## src/rtl/ysyx_23060184_mem_stage_pkg.sv

```systemverilog
// Shared definitions for the memory-access stage.
// Holds the bus and field widths, the funct3 load opcodes, the AXI
// response codes and the stage state encoding.
package ysyx_23060184_mem_stage_pkg;

    localparam int DATA_WIDTH     = 32;
    localparam int WMASK_LENGTH   = 4;
    localparam int ROPCODE_LENGTH = 3;

    // Load type (funct3 encoding)
    localparam logic [ROPCODE_LENGTH-1:0] LB  = 3'b000;
    localparam logic [ROPCODE_LENGTH-1:0] LH  = 3'b001;
    localparam logic [ROPCODE_LENGTH-1:0] LW  = 3'b010;
    localparam logic [ROPCODE_LENGTH-1:0] LBU = 3'b100;
    localparam logic [ROPCODE_LENGTH-1:0] LHU = 3'b101;

    // AXI response codes
    localparam logic [1:0] OKAY   = 2'b00;
    localparam logic [1:0] SLVERR = 2'b10;

    typedef enum logic [1:0] {
        IDLE  = 2'b00,
        ISSUE = 2'b01,
        WAIT  = 2'b10,
        DONE  = 2'b11
    } mem_state_e;

endpackage

```

## src/rtl/ysyx_23060184_mem_stage_loadext.sv

```systemverilog
// Load data extension.
// Moves the addressed byte/halfword of the bus word down to lane 0 and
// sign- or zero-extends it according to the funct3 load type.
//   rdata    : raw word from the data bus
//   off      : byte offset within the word (address bits [1:0])
//   Ropcode  : load type
//   ext_data : extended result
module ysyx_23060184_LoadExt
    import ysyx_23060184_mem_stage_pkg::*;
(
    input  logic [DATA_WIDTH-1:0]     rdata,
    input  logic [1:0]                off,
    input  logic [ROPCODE_LENGTH-1:0] Ropcode,
    output logic [DATA_WIDTH-1:0]     ext_data
);

    logic [DATA_WIDTH-1:0] shifted;

    always_comb begin
        shifted = rdata >> {off, 3'b000};
        case (Ropcode)
            LB:      ext_data = {{(DATA_WIDTH-8){shifted[7]}}, shifted[7:0]};
            LH:      ext_data = {{(DATA_WIDTH-16){shifted[15]}}, shifted[15:0]};
            LW:      ext_data = shifted;
            LBU:     ext_data = {{(DATA_WIDTH-8){1'b0}}, shifted[7:0]};
            LHU:     ext_data = {{(DATA_WIDTH-16){1'b0}}, shifted[15:0]};
            default: ext_data = shifted;
        endcase
    end

endmodule

```

## src/rtl/ysyx_23060184_mem_stage.sv

```systemverilog
// Memory-access stage controller.
// Consumer end of the EX->MEM valid/ready handshake. Runs one AXI4-Lite
// read (loads) or write (stores) per instruction, extends load data and
// hands the completed instruction to MEM/WB under Mvalid/Wready.
//   clk, reset            : clock, asynchronous active-high reset
//   Evalid / Mready       : EX->MEM handshake (EX/MEM loads on both high)
//   MemReadM .. WriteDataM: M-stage fields held in EX/MEM
//   Mvalid / Wready       : MEM->WB handshake
//   ReadDataM, Merr       : registered load result and bus-error flag
//   ar*/r*/aw*/w*/b*      : AXI4-Lite master data port
module ysyx_23060184_mem_stage
    import ysyx_23060184_mem_stage_pkg::*;
(
    input  logic                      clk,
    input  logic                      reset,
    // EX -> MEM
    input  logic                      Evalid,
    output logic                      Mready,
    input  logic                      MemReadM,
    input  logic                      MemWriteM,
    input  logic [WMASK_LENGTH-1:0]   WmaskM,
    input  logic [ROPCODE_LENGTH-1:0] RopcodeM,
    input  logic [DATA_WIDTH-1:0]     ALUResultM,
    input  logic [DATA_WIDTH-1:0]     WriteDataM,
    // MEM -> WB
    output logic                      Mvalid,
    input  logic                      Wready,
    output logic [DATA_WIDTH-1:0]     ReadDataM,
    output logic                      Merr,
    // AXI4-Lite read address
    output logic [DATA_WIDTH-1:0]     araddr,
    output logic                      arvalid,
    input  logic                      arready,
    // AXI4-Lite read data
    input  logic [DATA_WIDTH-1:0]     rdata,
    input  logic [1:0]                rresp,
    input  logic                      rvalid,
    output logic                      rready,
    // AXI4-Lite write address
    output logic [DATA_WIDTH-1:0]     awaddr,
    output logic                      awvalid,
    input  logic                      awready,
    // AXI4-Lite write data
    output logic [DATA_WIDTH-1:0]     wdata,
    output logic [WMASK_LENGTH-1:0]   wstrb,
    output logic                      wvalid,
    input  logic                      wready,
    // AXI4-Lite write response
    input  logic [1:0]                bresp,
    input  logic                      bvalid,
    output logic                      bready
);

    mem_state_e            state_q, state_d;
    logic                  aw_done_q, aw_done_d;
    logic                  w_done_q, w_done_d;
    logic                  merr_q, merr_d;
    logic [DATA_WIDTH-1:0] rdata_q, rdata_d;

    logic                  is_load, is_store;
    logic [1:0]            off;
    logic [DATA_WIDTH-1:0] word_addr;
    logic [DATA_WIDTH-1:0] load_ext;
    logic                  aw_next, w_next;

    // A set MemReadM wins if both controls are ever raised together.
    assign is_load   = MemReadM;
    assign is_store  = MemWriteM & ~MemReadM;
    assign off       = ALUResultM[1:0];
    assign word_addr = {ALUResultM[DATA_WIDTH-1:2], 2'b00};

    // EX/MEM is frozen while Mready is low, so every bus field below is
    // stable for as long as the matching valid is asserted.
    assign araddr  = word_addr;
    assign awaddr  = word_addr;
    assign wdata   = WriteDataM << {off, 3'b000};
    assign wstrb   = WmaskM << off;

    assign arvalid = (state_q == ISSUE) & is_load;
    assign awvalid = (state_q == ISSUE) & is_store & ~aw_done_q;
    assign wvalid  = (state_q == ISSUE) & is_store & ~w_done_q;
    assign rready  = (state_q == WAIT) & is_load;
    assign bready  = (state_q == WAIT) & is_store;

    assign Mvalid    = (state_q == DONE);
    assign Mready    = (state_q == IDLE) | ((state_q == DONE) & Wready);
    assign ReadDataM = rdata_q;
    assign Merr      = merr_q;

    ysyx_23060184_LoadExt u_loadext (
        .rdata    (rdata),
        .off      (off),
        .Ropcode  (RopcodeM),
        .ext_data (load_ext)
    );

    always_comb begin
        state_d   = state_q;
        aw_done_d = aw_done_q;
        w_done_d  = w_done_q;
        merr_d    = merr_q;
        rdata_d   = rdata_q;
        aw_next   = aw_done_q | (awvalid & awready);
        w_next    = w_done_q | (wvalid & wready);

        case (state_q)
            IDLE: begin
                if (Evalid) begin
                    state_d = ISSUE;
                    merr_d  = 1'b0;
                end
            end
            ISSUE: begin
                if (is_load) begin
                    if (arready) state_d = WAIT;
                end else if (is_store) begin
                    // AW and W complete in either order; only leave once both have.
                    if (aw_next & w_next) begin
                        state_d   = WAIT;
                        aw_done_d = 1'b0;
                        w_done_d  = 1'b0;
                    end else begin
                        aw_done_d = aw_next;
                        w_done_d  = w_next;
                    end
                end else begin
                    state_d = DONE;
                end
            end
            WAIT: begin
                if (is_load & rvalid) begin
                    state_d = DONE;
                    rdata_d = load_ext;
                    merr_d  = (rresp != OKAY);
                end else if (is_store & bvalid) begin
                    state_d = DONE;
                    merr_d  = (bresp != OKAY);
                end
            end
            DONE: begin
                if (Wready) begin
                    if (Evalid) begin
                        state_d = ISSUE;
                        merr_d  = 1'b0;
                    end else begin
                        state_d = IDLE;
                    end
                end
            end
            default: state_d = IDLE;
        endcase
    end

    always_ff @(posedge clk or posedge reset) begin
        if (reset) begin
            state_q   <= IDLE;
            aw_done_q <= 1'b0;
            w_done_q  <= 1'b0;
            merr_q    <= 1'b0;
            rdata_q   <= '0;
        end else begin
            state_q   <= state_d;
            aw_done_q <= aw_done_d;
            w_done_q  <= w_done_d;
            merr_q    <= merr_d;
            rdata_q   <= rdata_d;
        end
    end

endmodule

```

## config.mk

```make
export PLATFORM = sky130hd
export DESIGN_NAME = ysyx_23060184_mem_stage
export DESIGN_NICKNAME = d
export VERILOG_FILES = /design/src/rtl/ysyx_23060184_mem_stage_pkg.sv /design/src/rtl/ysyx_23060184_mem_stage_loadext.sv /design/src/rtl/ysyx_23060184_mem_stage.sv
export SDC_FILE = /design/constraint.sdc
export NUM_CORES = 1
export LEC_CHECK = 0
export BUFFER_PORTS_ARGS = -buffer_cell sky130_fd_sc_hd__buf_2
export CAP_MARGIN = 20
export CELL_PAD_IN_SITES_DETAIL_PLACEMENT = 1
export CELL_PAD_IN_SITES_GLOBAL_PLACEMENT = 2
export CORE_UTILIZATION = 20
export CTS_CLUSTER_SIZE = 20
export DETAILED_ROUTE_END_ITERATION = 10
export GPL_TIMING_DRIVEN = 0
export HOLD_SLACK_MARGIN = 0.03
export PLACE_DENSITY_LB_ADDON = 0.25
export SYNTH_ARGS = -nofsm -noshare
export SYNTH_HDL_FRONTEND = slang
export SYNTH_SLANG_ARGS = --single-unit
export TNS_END_PERCENT = 50
```

## constraint.sdc

```tcl
create_clock -name clk -period 2.3 [get_ports clk]
set_input_delay 0.115 -clock clk [delete_from_list [all_inputs] [get_ports clk]]
set_output_delay 0.115 -clock clk [all_outputs]
set_load 0.1 [all_outputs]
```

==> results of run 1 <==
==> power by group <==
part | total, mW | internal (mW) | switching (mW)
sequential | 1.12 | 0.945 | 0.179
clock | 0.807 | 0.514 | 0.294
combinational | 4.42 | 0.746 | 3.67
total | 6.35 | 2.20 | 4.14
==> cell type report <==
class                           count  area [µm²]  share of cell area, %
Antenna cell                        1        2.50                 0.0522
Buffer                             87         576                   12.0
Sequential cell                    37         926                   19.3
Inverter                            6        22.5                  0.470
Timing Repair Buffer              221        1110                   23.1
Clock buffer                        5         125                   2.61
Clock inverter                      3        46.3                  0.966
Multi-Input combinational cell    261        1730                   36.0
Tap cell                          211         264                   5.51
==> logic make-up (layout without fill, tap and decap cells) <==
family,after synthesis,count (layout),synth area share (%)
flops,37,37,29.1
fa+ha+maj,5,5,1.97
simple gates,128,128,19.5
compound gates,78,78,15.3
other cells,1,5,0.118
buf+inv,93,322,18.7
mux,46,46,15.2
==> timing repair <==
| action | 4_1_cts | 5_1_grt |
|---|---|---|
| gates cloned | 0 | 0 |
| endpoints found under the setup margin | 8 | 34 |
| gates resized for setup | 1 | 5 |
| hold endpoints to repair | 0 | 0 |
==> metrics by stage <==
step                area (µm²)  util, %  hold slack (ns)
finish                    4790     31.2         -0.00167
global route              4790     31.2           0.0667
CTS                       4790     31.1           0.0354
detailed placement        4610     30.0            0.333
global placement          4610     30.0            0.401
floorplan                 3240        -            0.261
==> flip-flops by register name, summed over array words and instances, names as in the netlist <==
name and cells:
w_done_q 1, state_q 2, Merr 1, ReadDataM 32, aw_done_q 1
==> layout by cell type (no fill, tap or decap), types with 2 or more instances in the layout <==
cell type	count
o22ai_1	2
ha_1	5
clkbuf_16	5
nor2b_1	11
buf_2	223
o21ai_0	15
a221o_1	8
nor2_1	42
nand2b_1	2
inv_1	5
and3b_1	2
a21oi_1	22
clkbuf_2	2
nand3b_1	2
o31ai_1	2
o21ai_2	8
nand2_1	31
mux2_2	9
a21oi_2	4
a211oi_1	9
mux2i_1	36
clkbuf_1	14
conb_1	4
nand3_1	14
buf_1	4
buf_4	65
dfrtp_1	37
and2_1	16
==> final timing paths <==
check	startpoint	to	slack, ns	depth (start not counted)
max	state_q[0]$_DFFE_PP0P_	ReadDataM[25]$_DFFE_PP0P_	0.26	6
min	reset	aw_done_q$_DFFE_PP0P_	-0.002	2
max reg2reg	state_q[0]$_DFFE_PP0P_	ReadDataM[25]$_DFFE_PP0P_	0.26	6
min reg2reg	ReadDataM[4]$_DFFE_PP0P_	ReadDataM[4]$_DFFE_PP0P_	0.49	2
max in group asynchronous	reset	ReadDataM[9]$_DFFE_PP0P_	1.79	2
min in group clk	rdata[29]	ReadDataM[29]$_DFFE_PP0P_	0.11	2
==> per-layer routing <==
layer,part of all wire [%],track usage (%),routed length [µm]
met5,0.098,0,13
met1,42,19.2,5550
met3,7.7,4.59,1030
met2,50,28.3,6640
met4,0.74,2.21,99
==> impl_metrics.tcl, run 1 <==
set metrics [dict create \
    outcome "complete, but fails checks" \
    violations "hold timing" \
    postCtsSetupRepairBufs 0 \
    power_leakage_nw 2.60 \
    synth.distinct_cells 38 \
    rsz0062_at_grt "false" \
    ys_seq_area_share_pct 29.1 \
    ant_nets 0 \
    fin_nets 742 \
    worstHoldPathType "in2async" \
    wire_per_inst_um 16.0 \
    synth_edf_count 0 \
    io_buffers 221 \
    path_buf_inv 2 \
    fin_ws_ns 0.258 \
    wirelength_mm 13.3 \
    hpwl_mm 11.2 \
    synth_top_cell_area_share_pct 29.1 \
    clockRootBuffer "clkbuf_16" \
    htreeDepth 2 \
    synth_commonest_cells "65 x buf_4, 42 x nor2_1, 37 x dfrtp_1, 36 x mux2i_1, 32 x nand2_1" \
    finalPower_mw 6.35 \
    instances_no_fill 832 \
    setup_viol 0 \
    syn_inst 388 \
    holdWs_ns -0.00167 \
    fp.dieH_um 128 \
    drtIter0Drc 84 \
    clk_pin_slew_worst_paths_ns 0.06 \
    peakVddDrop_v 0.000524 \
    cp_slowest_cell "a221o_1" \
    rows 45 \
    ys.flop_type "dfrtp_1" \
    ys_top_cells_by_area "dfrtp_1 29%, buf_4 15%, mux2i_1 11%, nor2_1 5.0%, a21oi_1 4.1%" \
    area_growth_pct 50.6 \
    pre_cts_ws_ns -0.196 \
    grt_max_degree 38 \
    yosysMostFrequentCell "buf_4" \
    synthArstFlopShare_pct 100 \
    numClockSinks 37 \
    post-place-cells 823 \
    cts_tree "done" \
    syn_area_um2 3180 \
    clk_path_buf_depth 2 \
    path_cells "inv_1 -> ha_1 -> and2_2 -> nand2_2 -> clkbuf_1 -> a221o_1" \
    skew_ns 0.00515 \
    design.die.area_um2 16400 \
    grt_pass1_vias 3710 \
    clock.fmax_ghz 0.490 \
    fill_cells 1941 \
    tns_ns 0 \
    crit_required_ns 2.46 \
    maxCapViolCount 0 \
    maxSlewHeadroom_pct 45.3 \
    vias 3588 \
    crit_path_end_kind "register" \
    dr.pass1.iters 4 \
    track_usage_pct 15.9 \
    clock_latency_ns 0.28 \
    grt_pass1_wl_mm 20.2 \
    ys.warnings.count 0 \
    ioPinCount 258 \
    yosys.area.top_type "dfrtp_1" \
    min_period_ns 2.04 \
    ys_seq_elements 37 \
    coreArea_um2 15400 \
    slew_violations 0 \
    path_delay_family "buffers and inverters" \
    crit_type "reg2reg" \
    startpoint_type "register" \
    cts_made_buffers 5 \
    antenna_found_initial 2 \
    hold_buffers 0 \
    start_util_pct 20.7 \
    grt-ovfl-total 0 \
    drc 0 \
    min_period_over_period_pct 88.8 \
    layout-drive-gt1-share_pct 52.6 \
    gp_congestion 0.803 \
    crit_fanout 10 \
    critical-path-max-stage-delay_ns 0.43 \
    tightestPinTransition_ns 0.819 \
    hold_viol 4 \
    viasPerCell 4.31 \
    die_width_um 128 \
    power_density_nw_per_um2 1320 \
    syn_avg_cell_area_um2 8.20 \
    cp.arrival_ns 2.20 \
]
No activity file was read; power rests on OpenSTA's default activity.
==> run 2: changes to the inputs <==
--- a/config.mk
+++ b/config.mk
@@ -15,6 +15,7 @@
 export GPL_TIMING_DRIVEN = 0
 export HOLD_SLACK_MARGIN = 0.03
 export PLACE_DENSITY_LB_ADDON = 0.25
+export RECOVER_POWER = 50
 export SYNTH_ARGS = -nofsm -noshare
 export SYNTH_HDL_FRONTEND = slang
 export SYNTH_SLANG_ARGS = --single-unit
==> constraint.sdc (replaced) <==
create_clock -name clk -period 2.25 [get_ports clk]
set_input_delay 0.1125 -clock clk [delete_from_list [all_inputs] [get_ports clk]]
set_output_delay 0.1125 -clock clk [all_outputs]
set_load 0.1 [all_outputs]
==> run 2 against run 1 <==
Compared with the run above: the run ends with capacitance limit left; worst hold slack improved by 0.12 ns; via count is 0.95% higher; wire length is 1.4% higher; cell count did not move; count of clock-buffer cells in the layout stayed put; sequential share of layout area is 0.43 points higher; global-route usage rose by 0.28 points; non-clock buffer count unchanged; total power decreased by 0.15%; critical endpoint is now wdata[27]; highest routed layer unchanged.
==> impl_metrics.tcl, run 2 (synthesis gave the netlist of run 1 again) <==
set metrics [dict create \
    skew_ns 0.00433 \
    io_buffers 221 \
    tns_ns 0 \
    wirelength_mm 13.5 \
    cp.arrival_ns 1.96 \
    crit_type "in2out" \
    coreArea_um2 15400 \
    regToRegEndpoint "ReadDataM[23]$_DFFE_PP0P_" \
    pre_cts_ws_ns -0.323 \
    power_density_nw_per_um2 1350 \
    layout-drive-gt1-share_pct 41.8 \
    hold_depth 2 \
    vias 3622 \
    cpMostUsedCell "buf_1" \
    r2r.worst_path.cells 7 \
    rsz0062_at_grt "false" \
    track_usage_pct 16.1 \
    crit_required_ns 2.14 \
    crit_fanout 10 \
    cts_made_buffers 5 \
    die_width_um 128 \
    path_cells "clkbuf_1 -> buf_1 -> buf_1 -> a21oi_1 -> buf_2" \
    numClockSinks 37 \
    peakVddDrop_v 0.000686 \
    critical-path-max-stage-delay_ns 0.60 \
    finalPower_mw 6.34 \
    grt_max_degree 38 \
    ioPinCount 258 \
    htreeDepth 2 \
    fill_cells 1968 \
    tightestPinTransition_ns 1.48 \
    hold_viol 0 \
    drc 0 \
    final_area_um2 4690 \
    path_delay_family "buffers and inverters" \
    clock_latency_ns 0.28 \
    slew_violations 0 \
    fin_ws_ns 0.179 \
    final_cell_mix "156 x buf_2, 80 x clkbuf_1, 65 x buf_4" \
    clk_path_buf_depth 2 \
    ant_nets 0 \
    min_period_ns 2.07 \
    gp_congestion 0.752 \
    r2r_start "state_q[0]$_DFFE_PP0P_" \
    viasPerCell 4.35 \
    rows 45 \
    crit_path_end_kind "output pin" \
    final_common_cell "buf_2" \
    cp_slowest_cell "buf_1" \
    start_util_pct 20.7 \
    min_period_over_period_pct 92.1 \
    path_buf_inv 4 \
    outcome "complete, but fails checks" \
    hpwl_mm 11.3 \
    grt-ovfl-total 0 \
    cts_tree "done" \
    antenna_found_initial 2 \
    dr.pass1.iters 4 \
    setup_viol 0 \
    clock.fmax_ghz 0.483 \
    clockRootBuffer "clkbuf_16" \
    holdWs_ns 0.113 \
    area_growth_pct 47.4 \
    wire_per_inst_um 16.3 \
    maxSlewHeadroom_pct 1.26 \
    violations "capacitance limit" \
    drtIter0Drc 78 \
    startpoint_type "input port" \
    fin_nets 742 \
    design.die.area_um2 16400 \
    postCtsSetupRepairBufs 0 \
    power_leakage_nw 2.41 \
    clk_pin_slew_worst_paths_ns 0.06 \
    grt_pass1_vias 3831 \
    maxCapViolCount 1 \
    hold_end "ReadDataM[28]$_DFFE_PP0P_" \
    worstHoldPathType "in2reg" \
    worstHoldStart "rdata[28]" \
    grt_pass1_wl_mm 20.5 \
    r2r_setup_slack_ns 0.21 \
    fp.dieH_um 128 \
    placed_area_um2 4610 \
    largest_reg_flops 32 \
]
[run 2: cell count changes in the layout (fill, tap and decap cells not counted), sizes merged]
cell	before	now
clkinv	1	2
buf	292	225
bufinv	1	0
clkbuf	21	88
[run 2: worst max path at each step]
stage	slack, ns	depth (start not counted)	start	end
floorplan	-0.38	5	ALUResultM[0]	wdata[31]
global placement	-0.13	6	state_q[0]$_DFFE_PP0P_	ReadDataM[31]$_DFFE_PP0P_
detailed placement	-0.32	6	state_q[0]$_DFFE_PP0P_	ReadDataM[25]$_DFFE_PP0P_
CTS	0.004	6	ALUResultM[0]	wdata[31]
global route	0.002	7	state_q[0]$_DFFE_PP0P_	ReadDataM[16]$_DFFE_PP0P_
finish	0.18	5	ALUResultM[1]	wdata[27]
[run 2: layer usage]
layer | vias up | share of wire, % | global-route usage, %
li1 | 1733 | - | -
met3 | 10 | 6.5 | 4.17
met4 | 2 | 0.84 | 2.70
met2 | 145 | 51 | 29.4
met1 | 1732 | 42 | 19.1
met5 | - | 0.096 | 0
[run 2: per-stage QoR]
step                util, %  std cells
floorplan                 -        391
global placement       30.0        823
detailed placement     30.0        823
CTS                    31.0        831
global route           30.5        832
finish                 30.5        832
[run 2: final cells by class]
class                           count  area, µm²  share of cell area, %
Antenna cell                        1       2.50                 0.0534
Multi-Input combinational cell    261       1730                   37.0
Clock buffer                        5        125                   2.67
Timing Repair Buffer              221       1020                   21.8
Inverter                            6       22.5                  0.480
Tap cell                          211        264                   5.63
Buffer                             87        577                   12.3
Clock inverter                      3       17.5                  0.374
Sequential cell                    37        926                   19.7
[run 2: report_power, final]
part,internal [mW],total [mW],switching [mW]
Sequential,0.966,1.15,0.180
Clock,0.406,0.686,0.280
Combinational,0.738,4.51,3.77
[run 2: worst register-to-register path: cells and delay by family (launching register included)]
family	cells	cell delay, ns
buffers and inverters	2	0.32
and+or+nand+nor	3	0.82
DFF	1	0.42
AOI/OAI and AO/OA	1	0.10
adders and majority gates	1	0.29
[run 2: timing repair]
item	CTS	global route
endpoints found under the setup margin	8	43
hold endpoints to repair	0	0
resized for setup	3	5
hold buffers	0	0
